===== config.mk =====
export PLATFORM = sky130hd
export DESIGN_NAME = frame_capture_ctrl
export DESIGN_NICKNAME = d
export VERILOG_FILES = /design/src/rtl/vga_cap_pkg.sv /design/src/rtl/capture_fifo.sv /design/src/rtl/frame_capture_ctrl.sv
export SDC_FILE = /design/constraint.sdc
export NUM_CORES = 1
export LEC_CHECK = 0
export CAP_MARGIN = 20
export CORE_MARGIN = 8
export CORE_UTILIZATION = 50
export DETAILED_ROUTE_END_ITERATION = 16
export PLACE_DENSITY = 0.74
export SYNTH_ARGS = -nofsm -noshare
export SYNTH_HDL_FRONTEND = slang
export SYNTH_HIERARCHICAL = 1
export SYNTH_SLANG_ARGS = --single-unit

===== constraint.sdc =====
create_clock -name clock -period 5.3 [get_ports clock]
set_clock_uncertainty 0.05 [all_clocks]
set_input_delay 1.06 -clock clock [delete_from_list [all_inputs] [get_ports clock]]
set_output_delay 1.06 -clock clock [all_outputs]
set_load 0.03 [all_outputs]

===== src/rtl/vga_cap_pkg.sv =====
// Shared types and default sizing for the VGA frame capture path.
// Default frame is 800x600 visible pixels into an 8-bit frame store.
package vga_cap_pkg;

    localparam int PIX_W_DEF        = 8;
    localparam int ADDR_W_DEF       = 19;
    localparam int FRAME_PIXELS_DEF = 480000;
    localparam int FIFO_DEPTH_DEF   = 4;

    typedef enum logic [2:0] {
        IDLE,
        ARMED,
        SYNC,
        CAPTURE,
        DRAIN,
        DONE
    } state_t;

endpackage


===== src/rtl/capture_fifo.sv =====
// Synchronous show-ahead write buffer with occupancy count and flush.
// A push on a full buffer is accepted only if a pop frees a slot that cycle.
module capture_fifo #(
    parameter int W     = 27,
    parameter int DEPTH = 4
) (
    input  logic                     clock,
    input  logic                     reset,
    input  logic                     flush,
    input  logic                     push,
    input  logic                     pop,
    input  logic [W-1:0]             din,
    output logic [W-1:0]             dout,
    output logic                     full,
    output logic                     empty,
    output logic [$clog2(DEPTH):0]   count
);

    localparam int AW = $clog2(DEPTH);
    localparam int CW = AW + 1;

    logic [W-1:0]  buf_q [DEPTH];
    logic [AW-1:0] rd_ptr;
    logic [AW-1:0] wr_ptr;
    logic          do_push;
    logic          do_pop;

    assign do_pop  = pop && !empty;
    assign do_push = push && (!full || do_pop);
    assign full    = count == CW'(DEPTH);
    assign empty   = count == '0;
    assign dout    = buf_q[rd_ptr];

    always_ff @(posedge clock or posedge reset) begin
        if (reset) begin
            rd_ptr <= '0;
            wr_ptr <= '0;
            count  <= '0;
        end else if (flush) begin
            rd_ptr <= '0;
            wr_ptr <= '0;
            count  <= '0;
        end else begin
            if (do_push) wr_ptr <= wr_ptr + 1'b1;
            if (do_pop)  rd_ptr <= rd_ptr + 1'b1;
            count <= count + CW'(do_push) - CW'(do_pop);
        end
    end

    always_ff @(posedge clock) begin
        if (do_push && !flush) buf_q[wr_ptr] <= din;
    end

endmodule


===== src/rtl/frame_capture_ctrl.sv =====
// Captures one VGA frame into single-port memory, sharing the port with host reads.
// CAPTURE_DECIMATE_EN keeps only even-row/even-column pixels (quarter image).
module frame_capture_ctrl
    import vga_cap_pkg::*;
#(
    parameter int PIX_W        = PIX_W_DEF,
    parameter int ADDR_W       = ADDR_W_DEF,
    parameter int FRAME_PIXELS = FRAME_PIXELS_DEF,
    parameter int FIFO_DEPTH   = FIFO_DEPTH_DEF
) (
    input  logic              clock,
    input  logic              reset,
    input  logic              start,
    input  logic              abort,
    input  logic              vsync,
    input  logic              visible,
    input  logic [PIX_W-1:0]  pixel_in,
    output logic              mem_en,
    output logic              mem_we,
    output logic [ADDR_W-1:0] mem_addr,
    output logic [PIX_W-1:0]  mem_wdata,
    input  logic [PIX_W-1:0]  mem_rdata,
    input  logic              host_req,
    input  logic [ADDR_W-1:0] host_addr,
    output logic              host_gnt,
    output logic              host_rvalid,
    output logic [PIX_W-1:0]  host_rdata,
    output logic              busy,
    output logic              done,
    output logic              overflow,
    output logic              frame_err
);

    localparam int CW = $clog2(FIFO_DEPTH) + 1;
    localparam int EW = ADDR_W + PIX_W;
`ifdef CAPTURE_DECIMATE_EN
    localparam int END_CNT = FRAME_PIXELS / 4;
`else
    localparam int END_CNT = FRAME_PIXELS;
`endif

    state_t            state;
    state_t            state_n;
    logic [ADDR_W-1:0] wr_addr;
    logic [EW-1:0]     head;
    logic [CW-1:0]     count;
    logic              full;
    logic              empty;
    logic              arm;
    logic              push;
    logic              last_px;
    logic              err_evt;
    logic              drop;
    logic              wr_go;
    logic              host_go;
    logic              dec_ok;

`ifdef CAPTURE_DECIMATE_EN
    logic col_par;
    logic row_par;
    logic vis_d;

    // Parities restart each frame; a falling visible edge ends a line.
    always_ff @(posedge clock or posedge reset) begin
        if (reset) begin
            col_par <= 1'b0;
            row_par <= 1'b0;
            vis_d   <= 1'b0;
        end else if (state != CAPTURE) begin
            col_par <= 1'b0;
            row_par <= 1'b0;
            vis_d   <= 1'b0;
        end else begin
            vis_d <= visible;
            if (visible) begin
                col_par <= ~col_par;
            end else if (vis_d) begin
                col_par <= 1'b0;
                row_par <= ~row_par;
            end
        end
    end

    assign dec_ok = !col_par && !row_par;
`else
    assign dec_ok = 1'b1;
`endif

    assign arm     = start && !abort && (state == IDLE || state == DONE);
    assign push    = state == CAPTURE && visible && dec_ok && !abort;
    assign last_px = push && wr_addr == ADDR_W'(END_CNT - 1);
    assign err_evt = state == CAPTURE && !vsync && !last_px && !abort;
    assign drop    = push && full && !wr_go;

    // Writes yield to the host until the buffer is half full.
    assign wr_go   = !reset && !abort && !empty &&
                     (!host_req || count >= CW'(FIFO_DEPTH / 2));
    assign host_go = !reset && host_req && !wr_go;

    capture_fifo #(
        .W     (EW),
        .DEPTH (FIFO_DEPTH)
    ) u_fifo (
        .clock (clock),
        .reset (reset),
        .flush (abort),
        .push  (push),
        .pop   (wr_go),
        .din   ({wr_addr, pixel_in}),
        .dout  (head),
        .full  (full),
        .empty (empty),
        .count (count)
    );

    always_comb begin
        state_n = state;
        if (abort) begin
            state_n = IDLE;
        end else begin
            unique case (state)
                IDLE, DONE: if (start)              state_n = ARMED;
                ARMED:      if (!vsync)             state_n = SYNC;
                SYNC:       if (vsync)              state_n = CAPTURE;
                CAPTURE:    if (last_px || !vsync)  state_n = DRAIN;
                DRAIN:      if (empty)              state_n = DONE;
                default:                            state_n = IDLE;
            endcase
        end
    end

    always_ff @(posedge clock or posedge reset) begin
        if (reset) state <= IDLE;
        else       state <= state_n;
    end

    always_ff @(posedge clock or posedge reset) begin
        if (reset) begin
            wr_addr     <= '0;
            overflow    <= 1'b0;
            frame_err   <= 1'b0;
            host_rvalid <= 1'b0;
        end else begin
            host_rvalid <= host_go;
            if (arm) begin
                wr_addr   <= '0;
                overflow  <= 1'b0;
                frame_err <= 1'b0;
            end else begin
                if (push)    wr_addr   <= wr_addr + 1'b1;
                if (drop)    overflow  <= 1'b1;
                if (err_evt) frame_err <= 1'b1;
            end
        end
    end

    assign busy       = state inside {ARMED, SYNC, CAPTURE, DRAIN};
    assign done       = state == DONE;
    assign mem_en     = wr_go || host_go;
    assign mem_we     = wr_go;
    assign mem_addr   = wr_go   ? head[EW-1:PIX_W] :
                        host_go ? host_addr : '0;
    assign mem_wdata  = wr_go ? head[PIX_W-1:0] : '0;
    assign host_gnt   = host_go;
    assign host_rdata = host_rvalid ? mem_rdata : '0;

endmodule


After elaboration in Yosys (flattened, before gate mapping)
Memory sizes are Yosys's and may differ from the RTL's.
Index checks and enable logic that the tools add are counted.
{"block": "word_totals", "output_inout_bits": 43, "ff_bits": 32, "ram_bits": 108, "mem_count": 1}
{"name": "u_fifo.buf_q", "words": 4, "word_bits": 27, "rd": 1, "rd_ports_with_merged_regs": 0, "write_ports": 1, "line_no": "capture_fifo.sv:22", "source": "logic [W-1:0] buf_q [DEPTH];"}
{"block": "op_classes", "n_reduce_logical": 41, "eq_ne": 12, "n_lt_le_gt_ge": 1, "mux": 24, "n_addsub": 5}
{"cell": "$mux W19", "count": 4}
{"cell": "$mux W3", "count": 7}
{"cell": "$add A19 B1 Y19 const B", "count": 1}
{"cell": "$eq A19 B19 Y1 const B", "count": 1}
{"cell": "$logic_and A1 B1 Y1", "count": 18}
{"cell": "$mux W8", "count": 2}
{"cell": "$pmux W3 S5", "count": 1}
{"cell": "$reduce_bool A2 Y1", "count": 5}
{"cell": "$eq A3 B3 Y1 const B", "count": 3}
{"cell": "$ne A3 B3 Y1 const B", "count": 3}
{"cell": "$logic_not A1 Y1", "count": 8}
{"cell": "$mux W2", "count": 4}
{"cell": "$eq A3 B2 Y1 const B", "count": 2}
{"cell": "$logic_not A3 Y1", "count": 2}
{"cell": "$mux W1", "count": 6}
{"cell": "$ne A3 B2 Y1 const B", "count": 2}
{"cell": "$logic_or A1 B1 Y1", "count": 5}
{"cell": "$reduce_and A5 Y1", "count": 1}
{"cell": "$add A2 B1 Y2 const B", "count": 2}
{"cell": "$reduce_bool A4 Y1", "count": 1}
{"cell": "$add A3 B1 Y3", "count": 1}
{"cell": "$eq A3 B1 Y1 const B", "count": 1}
{"cell": "$ge A3 B2 Y1 const B", "count": 1}
{"cell": "$sub A3 B1 Y3", "count": 1}
{"cell": "$reduce_or A2 Y1", "count": 1}

Depth between registers and ports, before layout
{"block": "logic_depth", "ltp_word": 10, "depth_mapped": 12, "depth_no_buf": 11}

Cells and area by module
Netlist, hierarchy kept.
{"module": "capture_fifo", "area_per_inst_um2": 4355.4, "seq_area_each_um2": 3418.3, "cells_each": 188, "instances": 1}
{"module": "frame_capture_ctrl", "area_per_inst_um2": 1773.0, "seq_area_each_um2": 625.6, "cells_each": 200, "instances": 1}

Worst setup path before layout
OpenSTA, ideal clock, no wires.
{"block": "synth_path", "kind": "input port to flip-flop", "from": "input abort", "to": "memory u_fifo.buf_q[0][0], enable pin", "arrival_time_ns": 4.744, "setup_slack_ns": 0.056, "stages": 5, "n_path_buf": 2, "setup_time_ns": 0.451, "required_time_ns": 4.799, "path_cell_list": "buf_6 > a2111oi_0 > clkbuf_1 > o21ai_0 > nor3b_1"}
{"block": "synth_via", "elab_chain_cells": 10}
{"item": "start, declared", "line_no": "frame_capture_ctrl.sv:14", "source": "input logic abort,"}
{"item": "$logic_not A1 Y1", "line_no": "frame_capture_ctrl.sv:96", "source": "assign wr_go = !reset && !abort && !empty &&"}
{"item": "$logic_and A1 B1 Y1 (3 in a row)", "line_no": "frame_capture_ctrl.sv:96"}
{"item": "net mem_we", "line_no": "frame_capture_ctrl.sv:19", "source": "output logic mem_we,"}
{"item": "$logic_and A1 B1 Y1", "line_no": "capture_fifo.sv:28", "source": "assign do_pop = pop && !empty;"}
{"item": "$logic_or A1 B1 Y1", "line_no": "capture_fifo.sv:29", "source": "assign do_push = push && (!full || do_pop);"}
{"item": "$logic_and A1 B1 Y1", "line_no": "capture_fifo.sv:29"}
{"item": "$logic_and A1 B1 Y1", "line_no": "capture_fifo.sv:51", "source": "if (do_push && !flush) buf_q[wr_ptr] <= din;"}
{"item": "$mux W1", "line_no": "capture_fifo.sv:51"}
{"item": "$mux W1 (not written as such)", "line_no": "capture_fifo.sv:51"}
{"item": "end, declared", "line_no": "capture_fifo.sv:22"}
The timed path passes the listed nets, and every way through them passes these cells.

Worst setup path in the final report
{"block": "layout_path", "from": "input abort", "to": "output mem_wdata[1]"}
{"block": "layout_via", "elab_chain_cells": 5}
{"item": "$logic_not A1 Y1", "line_no": "frame_capture_ctrl.sv:96"}
{"item": "$logic_and A1 B1 Y1 (3 in a row)", "line_no": "frame_capture_ctrl.sv:96"}
{"item": "$mux W8", "line_no": "frame_capture_ctrl.sv:163", "source": "assign mem_wdata = wr_go ? head[PIX_W-1:0] : '0;"}
{"item": "end, declared", "line_no": "frame_capture_ctrl.sv:21", "source": "output logic [PIX_W-1:0] mem_wdata,"}
Every way passes these cells.

==> flow_summary.json <==
{
  "powerDensity_nw_per_um2": 317,
  "place_congestion": 0.776,
  "yosys.area_share.simple_pct": 10.6,
  "rsz0062_at_grt": "no",
  "vdd_drop_max_uv": 213,
  "antenna_found_initial": 0,
  "muxShareOfSynthArea_pct": 10.5,
  "drt_iter0_markers": 241,
  "synth_edf_count": 108,
  "wl_per_cell_um": 20.5,
  "syn-num-nets": 437,
  "netlist_instances": 388,
  "io_pins": 85,
  "max_stage_delay_ps": 670,
  "power.switching_w": 0.000568,
  "crit_slowest_cell": "clkdlybuf4s50_1",
  "period_share_pct": 78.7,
  "synth_adder_area_share_pct": 1.55,
  "worstSetupPathType": "primary input to output pin",
  "met3_usage_pct": 4.02,
  "crit_chain": "clkdlybuf4s50_1 -> a2111oi_2 -> buf_4 -> and2_1 -> clkdlybuf4s50_1",
  "clkPwrFrac_pct": 44.5,
  "post_cts.repair.setup_buffers": 0,
  "finalCriticalPeriod_ps": 4170,
  "max_cap_viol_count": 0,
  "critPathLaunchType": "primary input",
  "synthXorXnorAreaFrac_pct": 1.29,
  "final_cells": 645,
  "worstMarginPinSlew_ps": 980,
  "leakage_nw": 2.73,
  "synth_compound_area_share_pct": 7.55,
  "busiest_layer": "met2",
  "crit_fanout": 19,
  "grtUsageMet1_pct": 21.4,
  "syn_area_um2": 6130,
  "max_slew_margin_pct": 34.7,
  "initial_core_util_pct": 51.0,
  "dp_cells": 613,
  "power.internal_w": 0.00187,
  "grt_first_pass_wirelength_mm": 20.9,
  "grt_remaining_overflow": 0,
  "io_buffers": 84,
  "clkLatencyLatePin_ps": 400,
  "utilization_pct": 63.9,
  "syn2layout_area_growth_pct": 25.2,
  "synthFlopType": "edfxtp_1",
  "pwr-share-comb_pct": 6.4,
  "async_flop_share_pct": 22.9,
  "cts_buffer_depth": 2,
  "fp.dieArea_um2": 16100,
  "crit_buf_inv": 3,
  "core-area_um2": 12000,
  "avgSynthCellArea_um2": 15.8,
  "globalRouteMet2Util_pct": 28.6,
  "cts_inserted_buffers": 17,
  "crit_family": "buffers and inverters",
  "cts_tree": "yes",
  "drive_above_1_share_pct": 21.5,
  "ys_seq_area_share_pct": 66.0,
  "cts_resized": 0,
  "fin_nets": 534,
  "rows": 40,
  "report.final.setup_viol": 0,
  "via_count": 3760,
  "pwr-share-seq_pct": 49.2,
  "final.setup.tns_ps": 0,
  "firstDrtPassIters": 4,
  "slew_viol_final": 0,
  "grt_usage_pct": 16.9,
  "switching_share_pct": 23.3,
  "clock-sinks": 140,
  "synth_cell_types": 51,
  "hold_path.class": "register to register",
  "path_common_cell": "clkdlybuf4s50_1",
  "finalPower_w": 0.00243,
  "via_per_inst": 5.83,
  "n_antenna_cell": 0,
  "cts_root_buf": "clkbuf_16",
  "arrival_ps": 3060,
  "synthesis.yosys.warnings": 6,
  "postCtsHoldBufs": 0,
  "fp.dieH_um": 127,
  "synth-seq-cells": 140,
  "grt_pass1_vias": 3903,
  "n_fill_cell": 861,
  "status": "complete, no violations",
  "fmax_mhz": 240,
  "drt_wl_total_mm": 13.2,
  "cts.clk_slew.worst_paths_ps": 60,
  "grt_max_degree": 30,
  "ant_nets": 0,
  "synth_top_family_by_area": "simple AND/OR/NAND/NOR gates",
  "die_x_um": 127,
  "drcViolationCount": 0,
  "hold_viol_final": 0,
  "dpl.hpwl_mm": 9.07,
  "crit_required_ps": 4190,
  "htreeDepth": 4,
  "critPathCaptureType": "output pin"
}
[tightest hold or removal path, delay by kind of cell, from the launching register on]
| kind | cells | cell delay, ps |
|---|---|---|
| DFF | 1 | 350 |
| and+or+nand+nor | 2 | 110 |
[sequential cells by signal (all words and copies together) (netlist names)]
register,flops
host_rvalid,1
state,3
frame_err,1
u_fifo/buf_q,108
overflow,1
u_fifo/count,3
wr_addr,19
u_fifo/wr_ptr,2
u_fifo/rd_ptr,2
[cells in the final DEF, fill, tap and decap left out, types with 11 or more instances in the layout]
master,count
mux4_2,27
inv_1,11
edfxtp_1,108
buf_4,34
nand2_1,15
a22o_1,19
o31ai_1,12
dfrtp_1,31
and2_1,19
a21oi_1,14
clkdlybuf4s50_1,64
nor2_1,15
clkbuf_16,17
[stage by stage]
stage          setup slack, ps  area (um^2)  hold slack [ps]
2_1_floorplan             55.8         6130              425
3_3_place_gp              1180         7120              422
3_5_place_dp              1120         7120              412
4_1_cts                   1110         7670              440
5_1_grt                    997         7670              476
6_report                  1130         7670              439
[power groups by stage]
stage | combinational, W | clock [W] | sequential (W)
floorplan | 0.0000892 | 0 | 0.00122
finish | 0.000155 | 0.00108 | 0.00120
global route | 0.000168 | 0.00115 | 0.00120
CTS | 0.000157 | 0.00110 | 0.00120
detailed placement | 0.000156 | 0 | 0.00122
global placement | 0.000154 | 0 | 0.00122
[logic make-up after synthesis]
group,count (synthesis)
multiplexers,30
XOR/XNOR,9
flip-flops,140
AO/OA/AOI/OAI,64
adder cells (fa/ha/maj),7
AND/OR/NAND/NOR,107
buffers and inverters,31
[cells in the mapped netlist, types with 2 or more instances]
cell       instances  area, um^2
buf_2              6        30.0
buf_6              3        33.8
a22o_1            19         166
edfxtp_1         108        3240
nor2b_1            3        18.8
nand2_1           15        56.3
ha_1               6        75.1
xor2_1             6        52.6
o31ai_1           12        90.1
a2111oi_0          2        17.5
mux2i_1            2        20.0
mux4_2            27         608
nand2b_1           4        25.0
nor3b_1            7        52.6
and4b_1            2        20.0
or3_1              3        18.8
nand4_1            5        31.3
o21ai_0            7        35.0
and3_1             2        12.5
clkbuf_1           8        30.0
inv_1             11        41.3
dfrtp_1           32         801
or4_1             10        75.1
a21oi_1           14        70.1
nand3_1            8        40.0
buf_4              2        15.0
and2_1            19         119
or4_4              2        22.5
nor2_1            15        56.3
xnor2_1            3        26.3
nor3_1             3        15.0
o21a_1             3        22.5
[path summary, 6_finish.rpt]
check,startpoint,end,slack (ps),depth (start not counted)
setup / recovery,abort,mem_wdata[1],1130,5
setup reg to reg,u_fifo/count[1]$_DFF_PP0_,u_fifo/buf_q[3][16]$_DFFE_PP_,2250,6
min in group asynchronous,reset,u_fifo/count[0]$_DFF_PP0_,970,2
hold / removal,frame_err$_DFFE_PP0P_,frame_err$_DFFE_PP0P_,440,2
max in group asynchronous,reset,wr_addr[0]$_DFFE_PP0P_,3810,3
hold reg to reg,frame_err$_DFFE_PP0P_,frame_err$_DFFE_PP0P_,440,2
[routing by layer]
layer	part of all wire (%)	wire length, um	up-vias
met5	0	0	-
met4	0.45	59	0
met3	6.7	891	6
met2	52	6900	112
met1	41	5390	1899
li1	-	-	1743
[cell type report]
class,instances,area (um^2),area share (%)
Tap cell,147,184,2.40
Clock inverter,15,128,1.66
Multi-Input combinational cell,217,1950,25.5
Timing Repair Buffer,98,896,11.7
Inverter,11,41.3,0.538
Sequential cell,140,4050,52.7
Clock buffer,17,425,5.54
Power figures use the tool's default switching activity.
